===== config.mk =====
export PLATFORM = sky130hd
export DESIGN_NAME = fc_argmax_select
export DESIGN_NICKNAME = d
export VERILOG_FILES = /design/src/rtl/fc_argmax_select.sv
export SDC_FILE = /design/constraint.sdc
export NUM_CORES = 1
export LEC_CHECK = 0
export BUFFER_PORTS_ARGS = -buffer_cell sky130_fd_sc_hd__clkbuf_2
export CAP_MARGIN = 30
export CORE_UTILIZATION = 45
export DETAILED_ROUTE_END_ITERATION = 8
export PLACE_DENSITY = 0.66
export SLEW_MARGIN = 20
export SYNTH_ARGS = -nofsm -noshare
export SYNTH_HDL_FRONTEND = slang
export SYNTH_SLANG_ARGS = --single-unit

===== constraint.sdc =====
create_clock -name clk -period 6.9 [get_ports clk]
set_clock_uncertainty 0.05 [all_clocks]
set_input_delay 1.035 -clock clk [delete_from_list [all_inputs] [get_ports clk]]
set_output_delay 1.035 -clock clk [all_outputs]
set_load 0.03 [all_outputs]

===== src/rtl/fc_argmax_select.sv =====
// fc_argmax_select: top-1/top-2 tracker over N_CLASSES serial class scores.
// In: clk, rst, start, score_valid/score_in. Out: score_ready, busy, done, class_idx, max_score, margin.
module fc_argmax_select #(
  parameter int N_CLASSES = 10,
  parameter int SCORE_W   = 46,
  parameter int IDX_W     = 10
) (
  input  logic                      clk,
  input  logic                      rst,
  input  logic                      start,
  input  logic                      score_valid,
  input  logic signed [SCORE_W-1:0] score_in,
  output logic                      score_ready,
  output logic                      busy,
  output logic                      done,
  output logic [IDX_W-1:0]          class_idx,
  output logic signed [SCORE_W-1:0] max_score,
  output logic [SCORE_W:0]          margin
);

  typedef enum logic [1:0] {
    IDLE,
    COLLECT,
    DONE
  } state_t;

  localparam logic signed [SCORE_W-1:0] S_MIN =
    {1'b1, {(SCORE_W-1){1'b0}}};
  localparam logic [IDX_W-1:0] LAST_IDX =
    IDX_W'(N_CLASSES - 1);

  state_t state, state_nx;

  logic [IDX_W-1:0]          count;
  logic [IDX_W-1:0]          best_idx;
  logic [IDX_W-1:0]          idx_nx;
  logic signed [SCORE_W-1:0] best;
  logic signed [SCORE_W-1:0] second;
  logic signed [SCORE_W-1:0] best_nx;
  logic signed [SCORE_W-1:0] second_nx;
  logic [SCORE_W:0]          margin_nx;
  logic                      accept;
  logic                      last;

  assign accept = score_valid && score_ready;
  assign last   = accept && (count == LAST_IDX);

  always_comb begin
    state_nx    = state;
    score_ready = 1'b0;
    busy        = 1'b0;
    done        = 1'b0;
    unique case (state)
      IDLE: begin
        if (start) state_nx = COLLECT;
      end
      COLLECT: begin
        score_ready = 1'b1;
        busy        = 1'b1;
        if (last) state_nx = DONE;
      end
      DONE: begin
        busy     = 1'b1;
        done     = 1'b1;
        state_nx = IDLE;
      end
      default: state_nx = IDLE;
    endcase
  end

  // Strict greater-than keeps the lowest index on ties;
  // an equal score lands in second, giving margin 0.
  always_comb begin
    best_nx   = best;
    second_nx = second;
    idx_nx    = best_idx;
    if (accept) begin
      if (score_in > best) begin
        second_nx = best;
        best_nx   = score_in;
        idx_nx    = count;
      end else if (score_in > second) begin
        second_nx = score_in;
      end
    end
    // One extra bit after sign extension: best >= second,
    // so the difference is non-negative and cannot overflow.
    margin_nx = {best_nx[SCORE_W-1], best_nx}
              - {second_nx[SCORE_W-1], second_nx};
  end

  always_ff @(posedge clk or posedge rst) begin
    if (rst) begin
      state <= IDLE;
    end else begin
      state <= state_nx;
    end
  end

  always_ff @(posedge clk or posedge rst) begin
    if (rst) begin
      count     <= '0;
      best      <= S_MIN;
      second    <= S_MIN;
      best_idx  <= '0;
      class_idx <= '0;
      max_score <= '0;
      margin    <= '0;
    end else begin
      if (state == IDLE && start) begin
        count    <= '0;
        best     <= S_MIN;
        second   <= S_MIN;
        best_idx <= '0;
      end else if (accept) begin
        count    <= count + IDX_W'(1);
        best     <= best_nx;
        second   <= second_nx;
        best_idx <= idx_nx;
      end
      if (last) begin
        class_idx <= idx_nx;
        max_score <= best_nx;
        margin    <= margin_nx;
      end
    end
  end

endmodule

Word level (Yosys, flattened, before mapping). Cells that the tools add are included. W data, S select, Z words.

Register bits after elaboration: 217. Bits in latches: 0. Memory bits (writable): 0. Bits in read-only memories: 0. Bits of input ports: 50. Output and inout port bits: 106. Logic and storage cells: 45. Memories kept: 0.

Add/sub/neg operators: 2. $mul: 0. Divide/modulo/power cells: 0. $lt $le $gt $ge: 2. Equal/unequal tests: 5. Shift operators: 0. Multiplexer cells: 21. Bitwise operators: 0. Reduce and logical (&&, ||, !) cells: 7.

Operators by type and width (number): $mux W46 (9); $gt A46 B46 Y1 (2); $mux W10 (6); $sub A46 B46 Y47 (1); $add A10 B1 Y10 const B (1); $eq A10 B4 Y1 const B (1); $mux W2 (2); $ne A2 B2 Y1 const B (2); $pmux W2 S2 (1); $logic_and A1 B1 Y1 (3); $mux W1 (3); $eq A2 B1 Y1 const B (1); $eq A2 B2 Y1 const B (1); $logic_not A2 Y1 (1); $reduce_and A2 Y1 (1); $reduce_bool A2 Y1 (1); $reduce_or A2 Y1 (1).

Depth between registers and ports, before layout.
Depth in word-level cells: 6. Mapped depth: 29. Depth with buffers taken out: 27.

Least setup slack after synthesis. No wires, ideal clock.

Path kind: input to register. From: in score_in[28]. To: reg margin[45]. Library setup time: 0.125 ns. Arrival time: 6.752 ns. Data required time: 6.725 ns. Slack: -0.027 ns. Stages: 27. Path buffers: 4. Cells stage by stage: ha_1 > a21oi_1 > nand2_1 > a221o_1 > a2111oi_4 > nor2_2 > nor3_2 > buf_2 > buf_2 > buf_1 > clkbuf_1 > nor2_1 > a21oi_1 > inv_1 > ha_1 > o21ai_0 > nand2b_1 > a31oi_1 > a2111o_1 > a211o_1 > o211ai_2 > a21boi_2 > o31ai_4 > a41oi_4 > nand3_1 > o311ai_1 > mux2_2.

Elaborated cells between the ends (all ways): 8. Classes of those cells: add/sub: 1; order compare: 2; mux: 5.

RTL lines: start, declared (RTL line 12) `input logic signed [SCORE_W-1:0] score_in,`; $gt A46 B46 Y1 (RTL line 78) `if (score_in > best) begin`; $mux W46 (RTL line 78); $mux W46 (RTL line 77) `if (accept) begin`; net best_nx[2] (RTL line 39) `logic signed [SCORE_W-1:0] best_nx;`; $sub A46 B46 Y47 (RTL line 89) `- {second_nx[SCORE_W-1], second_nx};`; end signal, assigned (RTL line 124) `margin <= margin_nx;`; end, declared (RTL line 18) `output logic [SCORE_W:0] margin`.

The timed path passes the listed nets, and every way through them passes these cells. A chain may end at the register's enable or synchronous reset.

Final worst setup path.
From: in score_in[17]. To: reg margin[46].

Word-level cells in the longest chain between the ends: 5. Elaborated cells between the ends (all ways): 8. Classes of those cells: add/sub: 1; order compare: 2; mux: 5.

Ends and longest elaborated chain: $gt A46 B46 Y1 (RTL line 82) `end else if (score_in > second) begin`; $mux W46 (RTL line 82); $mux W46 (RTL line 78); $mux W46 (RTL line 77); $sub A46 B46 Y47 (*) (RTL line 89).

Mark *: on every way between the ends. The rest lies on a longest branch, timed or not.

==> impl_metrics.csv <==
group,metric,value,unit
worst_setup_path,crit_type,"primary input to flop",
timing,fmax,154,MHz
timing,finalSetupViolCount,0,
detailed_routing,wire_per_inst,17.1,um
clock_network,cts_made_buffers,27,
timing,worst_slack,0.403,ns
run,maxCapViolCount,0,
floorplanning,die_h,178,um
clock_network,clockBufferDepth,3,
detailed_routing,routed_wl,40300,um
floorplanning,pin_count,156,
clock_network,cts_hold_buf,0,
placement,hpwl,30200,um
final_layout,seqCellArea,0.00543,mm2
synth,ys_warn_count,0,
final_layout,multiInputGateArea,0.00771,mm2
global_route,grt_overflow,0,
final_layout,nFillCells,2818,
clock_network,root_buffer,"clkbuf_16",
worst_setup_path,r2r_slack,0.55,ns
worst_setup_path,path_max_fanout,9,
synth,avgSynthCellArea,8.37,um2
worst_setup_path,cp-startpoint,"score_in[17]",
timing,rsz0062_at_grt,"no",
synth,syn-instance-count,1663,
synth,synth-seq-cells,217,
final_layout,drive_gt1_share,20.6,%
clock_network,cts_tree,"built",
placement,io_buffers,155,
clock_network,clk_pin_slew,0.06,ns
final_layout,fin_util,56.6,%
synth,synthFlopType,"dfrtp_1",
worst_setup_path,timing.rr.end,"margin[46]$_DFFE_PP0P_",
final_layout,final_cells,2362,
floorplanning,initial_core_util,45.6,%
synth,async_reset_ff_share,100,%
placement,place_ws,-0.244,ns
final_layout,area_growth,24.0,%
placement,dp_cells,2309,
synth,netlist_top_cells_area,"dfrtp_1 (39%), ha_1 (12%), o21ai_0 (5.7%), nand2_1 (5.5%), nor2_1 (5.3%)",
worst_setup_path,crit_path_end_kind,"flop",
worst_setup_path,worstPathArrival,6.87,ns
synth,synth_most_common_cell,"dfrtp_1",
floorplanning,die_area,0.0316,mm2
synth,synth_top_area_share,38.6,%
synth,yosysTopAreaCell,"dfrtp_1",
final_layout,final_nets,2130,
worst_setup_path,reg2reg_depth,26,
global_route,grt_pass1_vias,12517,
worst_setup_path,crit_end,"margin[46]$_DFFE_PP0P_",
pwr,p_leak,8.64,nW
synth,yosysSeqAreaShare,39.0,%
placement,place_congestion,0.922,
worst_setup_path,cp.required,7.27,ns
timing,tightestPinTransition,0.933,ns
floorplanning,row_count,64,
global_route,antenna_found_initial,1,
global_route,grt_max_degree,107,
timing,fin_crit_sh,94.2,%
timing,slew_violations,0,
timing,final.min_clock_period,6.50,ns
detailed_routing,drtIter0Drc,736,
worst_setup_path,r2r-start,"best[8]$_DFFE_PP0P_",
detailed_routing,postRouteAntennaNets,0,
worst_setup_path,worst_setup_path_start_kind,"primary input",
timing,hold_viol,0,
pwr,vdd_drop_max,0.233,mV
timing,slew_headroom,37.3,%
clock_network,clkSinkCount,217,
status,status,"finished clean",
pwr,p_per_area,564,mW/mm2
floorplanning,core_area,0.0305,mm2
synth,synthTopCellsByCount,"dfrtp_1 (215), nand2_1 (204), nor2_1 (198)",
synth,netlist_area,0.0139,mm2
global_route,grt_use_total,25.6,%
global_route,grt_pass1_wl,64600,um
synth,syn_nets,1848,
synth,yosysUniqueCellTypes,76,
detailed_routing,dr_total_vias,12907,
synth,synth_edf_count,0,
detailed_routing,drtPass1Iterations,7,
clock_network,insertion_delay,0.55,ns
detailed_routing,vias_per_cell,5.46,
floorplanning,die_w,178,um
clock_network,cts_max_level,1,
detailed_routing,drc,0,
min_path,hold_path_class,"primary input to async pin",
==> how the worst min path moves through the flow <==
stage | from | end | depth (start not counted)
floorplan | best_idx[9]$_DFFE_PP0P_ | best_idx[9]$_DFFE_PP0P_ | 2
global placement | max_score[17]$_DFFE_PP0P_ | max_score[17]$_DFFE_PP0P_ | 2
detailed placement | max_score[17]$_DFFE_PP0P_ | max_score[17]$_DFFE_PP0P_ | 2
CTS | rst | max_score[10]$_DFFE_PP0P_ | 2
global route | rst | max_score[10]$_DFFE_PP0P_ | 2
finish | rst | max_score[10]$_DFFE_PP0P_ | 2
==> report_power, final <==
| part | switching [W] | total [W] | internal (W) | leakage (nW) |
|---|---|---|---|---|
| combinational | 0.00368 | 0.00654 | 0.00286 | 5.21 |
| sequential | 0.000163 | 0.00169 | 0.00153 | 2.95 |
| clock | 0.000573 | 0.00151 | 0.000933 | 0.467 |
==> state kept, by name, indices dropped and copies added, names as in the netlist <==
| register | cells |
|---|---|
| max_score | 46 |
| count | 10 |
| best | 46 |
| best_idx | 10 |
| class_idx | 10 |
| margin | 47 |
| state | 2 |
| second | 46 |
==> cell type report <==
| cell class | count | share of cell area, % |
|---|---|---|
| flip-flops and latches | 217 | 31.5 |
| diodes | 1 | 0.0145 |
| repair buffers | 325 | 12.3 |
| inverters | 146 | 3.20 |
| multi-input cells | 1228 | 44.7 |
| well taps | 396 | 2.87 |
| clock inverters | 17 | 1.27 |
| clock buffers | 32 | 4.20 |
==> critical path, stage by stage <==
cell      delay (ns)
clkbuf_2        0.14
ha_1            0.34
and4_1          0.27
nand4_1         0.22
a31o_2          0.32
o211a_1         0.17
o211a_1         0.24
buf_4           0.15
nor3_4          0.51
mux2i_1         0.20
ha_1            0.27
fa_1            0.40
inv_1           0.07
a21oi_1         0.09
a21oi_1         0.13
a31oi_1         0.07
o22ai_1         0.24
or4b_1          0.50
o211ai_1        0.18
buf_4           0.15
nor2b_1         0.16
o21ai_1         0.17
and2_1          0.22
o211ai_1        0.26
a21oi_1         0.11
a211o_1         0.23
==> what timing repair did <==
action | in CTS | in global routing
hold endpoints to repair | 0 | 0
gates resized for setup | 0 | 5
setup endpoints to repair | 0 | 9
buffers inserted | 0 | 0
==> kinds of logic (layout without fill, tap and decap cells) <==
logic type | after synthesis | after routing | share of synthesized area, %
muxes | 19 | 19 | 1.40
xor gates and xnor gates | 52 | 52 | 3.27
DFF | 217 | 217 | 39.0
adders and majority gates | 139 | 139 | 12.5
other | 0 | 1 | 0
buffers and inverters | 218 | 520 | 5.96
AOI/OAI and AO/OA | 460 | 460 | 20.1
and+or+nand+nor | 558 | 558 | 17.7
==> through the flow <==
stage / TNS, ns / total power [W] / hold slack [ns] / instance area, um2
3_3_place_gp: -0.380 / 0.00803 / 0.410 / 16200
2_1_floorplan: 0 / 0.00579 / 0.429 / 13900
4_1_cts: 0 / 0.00968 / 0.426 / 17200
6_report: 0 / 0.00974 / 0.423 / 17300
3_5_place_dp: -1.60 / 0.00812 / 0.420 / 16200
5_1_grt: 0 / 0.0105 / 0.445 / 17300
==> layout by cell type (no fill, tap or decap), drive strengths merged, types with 6 or more instances in the layout <==
cell type	count
nand2	204
ha	134
inv	145
and4	6
a21boi	6
clkinv	10
nand4	24
a21oi	120
o21bai	12
a21o	19
and3	6
nor3	18
a31oi	8
nor2b	15
and2	14
o21ai	167
o22ai	43
dfrtp	215
o21a	9
nor2	199
nand3	42
buf	170
mux2i	15
xnor2	33
clkbuf	187
o211ai	22
xor2	19
nand2b	6
==> layer usage <==
metal,GRT usage (%),up-vias,share of wire (%)
li1,-,6340,-
met1,35.3,6130,46
met2,41.0,365,46
met3,3.81,72,6.0
met4,8.26,0,2.9
met5,0,-,0
Note: power is estimated with default switching activity, not from simulation.
